### src/rtl/udp_payload_reducer.sv
// udp_payload_reducer: streaming SUM/MAX/MIN/COUNT reducer over UDP payload words, one result beat per packet
module udp_payload_reducer #(
    parameter int DATA_W     = 256,
    parameter int WORD_W     = 32,
    parameter int HDR_BEATS  = 1,
    parameter int OPCODE_LSB = 160,
    parameter int OPCODE_W   = 16,
    parameter int MAX_BEATS  = 64
) (
    input  logic                              clk,
    input  logic                              reset,
    input  logic [DATA_W-1:0]                 in_data,
    input  logic                              in_valid,
    input  logic                              in_last,
    input  logic [$clog2(DATA_W/WORD_W+1)-1:0] in_nwords,
    output logic                              in_ready,
    output logic [DATA_W-1:0]                 out_data,
    output logic                              out_valid,
    input  logic                              out_ready,
    output logic                              out_err
);
    localparam int LANES     = DATA_W / WORD_W;
    localparam int NW_W      = $clog2(LANES + 1);
    localparam int OPC_LANES = OPCODE_LSB / WORD_W;
    localparam int BC_W      = $clog2(MAX_BEATS + 1);
    localparam logic [1:0] HDR = 2'd0, OPC = 2'd1, PAY = 2'd2;
    localparam logic [BC_W-1:0] BC_MAX = BC_W'(MAX_BEATS);
    localparam logic [BC_W-1:0] BC_HDR = BC_W'(HDR_BEATS - 1);

    logic [1:0]          state;
    logic [BC_W-1:0]     beat_cnt;
    logic                pkt_over;
    logic [OPCODE_W-1:0] opc_q;
    logic                s1_valid, s1_first, s1_last, s1_err;
    logic [LANES-1:0]    s1_mask;
    logic [DATA_W-1:0]   s1_words;
    logic [OPCODE_W-1:0] s1_opc;
    logic [WORD_W-1:0]   acc_sum, acc_max, acc_min;
    logic [15:0]         acc_cnt;
    logic                skid_valid, skid_err;
    logic [DATA_W-1:0]   skid_data;

    logic                accept, out_free, stall, res_v, res_ok;
    logic [NW_W-1:0]     nw_eff;
    logic [LANES-1:0]    lane_m;
    logic [DATA_W-1:0]   in_masked, res_data;
    logic [WORD_W-1:0]   sum_b, max_b, min_b, nsum, nmax, nmin, sel, res_word;
    logic [15:0]         cnt_b, ncnt;
    logic [16:0]         cnt_sum;

    assign accept   = in_valid & in_ready;
    assign in_ready = !skid_valid;
    assign nw_eff   = (in_nwords == '0) ? NW_W'(LANES) : in_nwords;
    assign out_free = !out_valid | out_ready;
    // a finished result with both output register and skid full must wait in stage 1
    assign stall    = s1_valid & s1_last & skid_valid & !out_free;
    assign res_v    = s1_valid & s1_last & !stall;

    // select payload lanes of the incoming beat and zero the rest
    always_comb begin
        lane_m    = '0;
        in_masked = '0;
        for (int l = 0; l < LANES; l++) begin
            lane_m[l] = (state == OPC) ? (l < OPC_LANES) && (!in_last || l < int'(nw_eff)) :
                        (state == PAY) ? (!in_last || l < int'(nw_eff)) : 1'b0;
            in_masked[l*WORD_W +: WORD_W] = lane_m[l] ? in_data[l*WORD_W +: WORD_W] : '0;
        end
    end

    // reduce stage-1 lanes and fold them into the running accumulator
    always_comb begin
        sum_b = '0;
        max_b = '0;
        min_b = '1;
        cnt_b = '0;
        for (int l = 0; l < LANES; l++) begin
            sum_b = sum_b + s1_words[l*WORD_W +: WORD_W];
            max_b = (s1_mask[l] && s1_words[l*WORD_W +: WORD_W] > max_b) ? s1_words[l*WORD_W +: WORD_W] : max_b;
            min_b = (s1_mask[l] && s1_words[l*WORD_W +: WORD_W] < min_b) ? s1_words[l*WORD_W +: WORD_W] : min_b;
            cnt_b = cnt_b + {15'd0, s1_mask[l]};
        end
        nsum     = (s1_first ? '0 : acc_sum) + sum_b;
        nmax     = (!s1_first && acc_max > max_b) ? acc_max : max_b;
        nmin     = (!s1_first && acc_min < min_b) ? acc_min : min_b;
        cnt_sum  = {1'b0, s1_first ? 16'd0 : acc_cnt} + {1'b0, cnt_b};
        ncnt     = cnt_sum[16] ? 16'hFFFF : cnt_sum[15:0];
        res_ok   = !s1_err && s1_opc >= OPCODE_W'(1) && s1_opc <= OPCODE_W'(4);
        sel      = (s1_opc == OPCODE_W'(1)) ? nsum :
                   (s1_opc == OPCODE_W'(2)) ? nmax :
                   (s1_opc == OPCODE_W'(3)) ? ((ncnt == 16'd0) ? '0 : nmin) : WORD_W'(ncnt);
        res_word = res_ok ? sel : '0;
        res_data = DATA_W'({ncnt, s1_opc, res_word});
    end

    // packet framing: header/opcode/payload phases, beat count and length violation
    always_ff @(posedge clk) begin
        if (!reset) begin
            state    <= HDR;
            beat_cnt <= '0;
            pkt_over <= 1'b0;
            opc_q    <= '0;
        end else if (accept) begin
            state    <= in_last ? HDR : (state == HDR) ? ((beat_cnt == BC_HDR) ? OPC : HDR) : PAY;
            beat_cnt <= in_last ? '0 : (beat_cnt == BC_MAX) ? beat_cnt : beat_cnt + BC_W'(1);
            pkt_over <= !in_last & (pkt_over | (beat_cnt == BC_MAX));
            if (state == OPC) opc_q <= in_data[OPCODE_LSB +: OPCODE_W];
        end
    end

    // stage 1: register masked words and per-beat flags at the acceptance edge
    always_ff @(posedge clk) begin
        if (!reset) begin
            s1_valid <= 1'b0;
            s1_first <= 1'b0;
            s1_last  <= 1'b0;
            s1_err   <= 1'b0;
            s1_mask  <= '0;
            s1_words <= '0;
            s1_opc   <= '0;
        end else if (accept) begin
            s1_valid <= (state != HDR) | in_last;
            s1_first <= state != PAY;
            s1_last  <= in_last;
            s1_err   <= ((state == HDR) & in_last) | pkt_over | (beat_cnt == BC_MAX);
            s1_mask  <= lane_m;
            s1_words <= in_masked;
            s1_opc   <= (state == OPC) ? in_data[OPCODE_LSB +: OPCODE_W] : (state == PAY) ? opc_q : '0;
        end else if (!stall) begin
            s1_valid <= 1'b0;
        end
    end

    // stage 2: accumulator update, restarted by the first-payload flag
    always_ff @(posedge clk) begin
        if (!reset) begin
            acc_sum <= '0;
            acc_max <= '0;
            acc_min <= '0;
            acc_cnt <= '0;
        end else if (s1_valid && !stall) begin
            acc_sum <= nsum;
            acc_max <= nmax;
            acc_min <= nmin;
            acc_cnt <= ncnt;
        end
    end

    // output register with one-entry skid; skid drains first to keep results ordered
    always_ff @(posedge clk) begin
        if (!reset) begin
            out_valid  <= 1'b0;
            out_data   <= '0;
            out_err    <= 1'b0;
            skid_valid <= 1'b0;
            skid_data  <= '0;
            skid_err   <= 1'b0;
        end else if (out_free) begin
            out_valid  <= skid_valid | res_v;
            out_data   <= skid_valid ? skid_data : res_v ? res_data : out_data;
            out_err    <= skid_valid ? skid_err : res_v ? !res_ok : out_err;
            skid_valid <= skid_valid & res_v;
            if (res_v) begin
                skid_data <= res_data;
                skid_err  <= !res_ok;
            end
        end else if (res_v) begin
            skid_valid <= 1'b1;
            skid_data  <= res_data;
            skid_err   <= !res_ok;
        end
    end
endmodule

### config.mk
export PLATFORM = sky130hd
export DESIGN_NAME = udp_payload_reducer
export DESIGN_NICKNAME = d
export VERILOG_FILES = /design/src/rtl/udp_payload_reducer.sv
export SDC_FILE = /design/constraint.sdc
export NUM_CORES = 2
export LEC_CHECK = 0
export CORE_MARGIN = 2
export CORE_UTILIZATION = 40
export CTS_CLUSTER_SIZE = 16
export DETAILED_ROUTE_END_ITERATION = 10
export GPL_TIMING_DRIVEN = 1
export SYNTH_ARGS = -nofsm -noshare
export SYNTH_HDL_FRONTEND = slang
export SYNTH_SLANG_ARGS = --single-unit
### constraint.sdc
create_clock -name clk -period 27.7 [get_ports clk]
set_input_delay 4.155 -clock clk [delete_from_list [all_inputs] [get_ports clk]]
set_output_delay 4.155 -clock clk [all_outputs]
set_load 0.1 [all_outputs]
==> reports/qor.yml <==
status: "finished clean"
core_area_mm2: 0.116
min_path_type: "reg -> reg"
worst-path-buf-inv: 10
critPathMaxFanout: 35
max_clock_freq_mhz: 38.4
final_cell_mix: "699 x nor2_1, 552 x dfxtp_1, 551 x nand2_1"
die_x_um: 347
min_period_ns: 26.03
finClkSkew_ns: 0.0297
crit_top_cell: "a21o_1"
fill_cells: 11400
max-slew-margin-rel_pct: 21.2
grt_pass1_wl_mm: 259
dr.pass1.iters: 6
ys.flop_type: "dfxtp_1"
drv_slew: 0
max-cap-violations: 0
clk_path_buf_depth: 3
cp.required_ns: 28.25
tns_ns: 0
crit_type: "reg -> reg"
htree_levels: 3
numCtsBuffers: 71
avgSynthCellArea_um2: 8.09
finalHoldViolCount: 0
vias_per_cell: 5.63
wl_per_cell_um: 22.8
grt.overflow.total: 0
rsz0062_at_grt: "false"
ios: 524
p_per_area_mw_per_mm2: 54.6
grt_usage_pct: 28.0
ys_ff_latch: 554
clk_pin_slew_ns: 0.06
yosysWarningCount: 0
ys_types: 94
start_util_pct: 40.4
synth_edf_count: 0
grt_max_degree: 182
cts_tree: "yes"
vias: 42882
grt_pass1_vias: 40105
irDropWorstVdd_mv: 0.103
antenna_found_initial: 1
drc: 0
area_delta_synth_final_pct: 15.1
wirelength_mm: 174
path_delay_family: "compound AO/OA/AOI/OAI gates"
port_buffers: 331
drtIter0Drc: 3975
worst_pin_slew_ns: 1.18
async_reset_ff_share_pct: 0
finalSetupViolations: 0
drtAntennaViolNets: 0
syn_area_mm2: 0.0470
arrival_ns: 26.58
rows: 125
critPathCaptureType: "flip-flop"
final_core_util_pct: 46.5
clock_latency_ns: 0.68
cts.sinks: 554
gp_congestion: 0.955
dieArea_mm2: 0.120
die_h_um: 347
clockRootBuffer: "clkbuf_16"
fin_crit_sh_pct: 94.0
dp_hpwl_mm: 136
syn_inst: 5813
p_total_mw: 2.95
p_leak_nw: 25.6
crit_path_start_kind: "flip-flop"
slowest_delay_ns: 0.70
crit_path_top_delay_cell: "or4b_2"
n_antenna_cell: 0
yosysSeqAreaShare_pct: 23.6
final_common_cell: "nor2_1"
nets: 7052
layout-drive-gt1-share_pct: 7.40
## synthesized netlist by cell type (16+ instances only)
| cell type | instances | area share (%) |
|---|---|---|
| a211oi_1 | 84 | 1.3 |
| a21o_1 | 139 | 2.2 |
| a21oi_1 | 449 | 4.8 |
| a221oi_1 | 24 | 0.45 |
| a22oi_1 | 259 | 4.1 |
| and2_1 | 19 | 0.25 |
| and3_1 | 20 | 0.27 |
| buf_1 | 33 | 0.26 |
| buf_4 | 195 | 3.1 |
| clkbuf_1 | 252 | 2.0 |
| dfxtp_1 | 554 | 24 |
| fa_1 | 218 | 9.3 |
| ha_1 | 530 | 14 |
| inv_1 | 452 | 3.6 |
| mux2_2 | 121 | 2.9 |
| mux2i_1 | 127 | 2.7 |
| nand2_1 | 554 | 4.4 |
| nand2b_1 | 51 | 0.68 |
| nand3_1 | 48 | 0.51 |
| nand4_1 | 109 | 1.4 |
| nor2_1 | 702 | 5.6 |
| nor2b_1 | 102 | 1.4 |
| nor3_1 | 77 | 0.82 |
| nor4_1 | 30 | 0.40 |
| o211ai_1 | 25 | 0.40 |
| o21ai_0 | 295 | 3.1 |
| o21bai_1 | 19 | 0.30 |
| o311a_1 | 16 | 0.34 |
| o31a_1 | 20 | 0.37 |
| xnor2_1 | 48 | 0.89 |
| xor2_1 | 16 | 0.30 |
## kinds of logic after synthesis
| kind of cell | Yosys count | share of synthesized area [%] |
|---|---|---|
| flip-flops | 554 | 23.6 |
| other | 1 | 0.00797 |
| AND/OR/NAND/NOR | 1777 | 16.8 |
| XOR/XNOR | 64 | 1.19 |
| adder cells (fa/ha/maj) | 750 | 23.4 |
| AO/OA/AOI/OAI | 1471 | 20.2 |
| multiplexers | 251 | 5.69 |
| buffers and inverters | 945 | 9.14 |
## metrics by stage
step | cell area (um2) | hold slack [ns] | cells | worst slack [ns]
floorplan | 47700 | 0.425 | 6004 | 3.26
global placement | 51500 | 0.437 | 7483 | 1.15
detailed placement | 51500 | 0.443 | 7483 | 0.795
CTS | 54000 | 0.451 | 7614 | 0.718
global route | 54200 | 0.463 | 7621 | 0.0492
finish | 54200 | 0.451 | 7621 | 1.67
## registers in the layout, summed over array words and instances (netlist names), 2 cells and up
name and cells:
acc_cnt 16, acc_max 32, acc_min 32, acc_sum 32, beat_cnt 7, opc_q 16
out_data 64, s1_mask 8, s1_opc 16, s1_words 256, skid_data 64, state 2
## final cells by class
cell class / instances / area [um2] / area share (%)
clock buffers: 95 / 2000 / 3.69
clock inverters: 36 / 480 / 0.887
inverters: 453 / 1710 / 3.15
multi-input cells: 4508 / 32600 / 60.3
flip-flops and latches: 554 / 11100 / 20.5
well taps: 1524 / 1910 / 3.52
repair buffers: 451 / 4330 / 7.99
## worst register-to-register path, delay by kind of cell (launching register included)
| family | cells | cell delay (ns) |
|---|---|---|
| buffers and inverters | 10 | 1.62 |
| AOI/OAI and AO/OA | 76 | 15.02 |
| adders and majority gates | 8 | 2.25 |
| DFF | 1 | 0.37 |
| muxes | 4 | 1.41 |
| and+or+nand+nor | 30 | 5.25 |
## metal layers
metal,GRT usage [%],vias up,wire length [um]
met4,7.54,0,4760
met2,43.4,1607,76800
met1,40.2,20627,79800
met3,4.15,233,12300
li1,-,20415,-
met5,0,-,0
## repair_timing
action | in CTS | in global routing
endpoints found under the setup margin | 0 | 108
gates resized for setup | 0 | 21
setup buffers | 0 | 4
hold buffers | 0 | 0
## power breakdown
group	switching, mW	internal, mW
clock network	0.419	0.574
registers	0.0385	0.828
logic	0.713	0.383
## path summary, 6_finish.rpt
path	from	to	slack, ns	cells after the start
hold reg to reg	acc_sum[9]	acc_sum[9]	0.45	2
setup reg to reg	s1_words[25]	out_data[2]	1.67	128
hold / removal	acc_sum[9]	acc_sum[9]	0.45	2
setup / recovery	s1_words[25]	out_data[2]	1.67	128
Note: power is estimated with default switching activity, not from simulation.
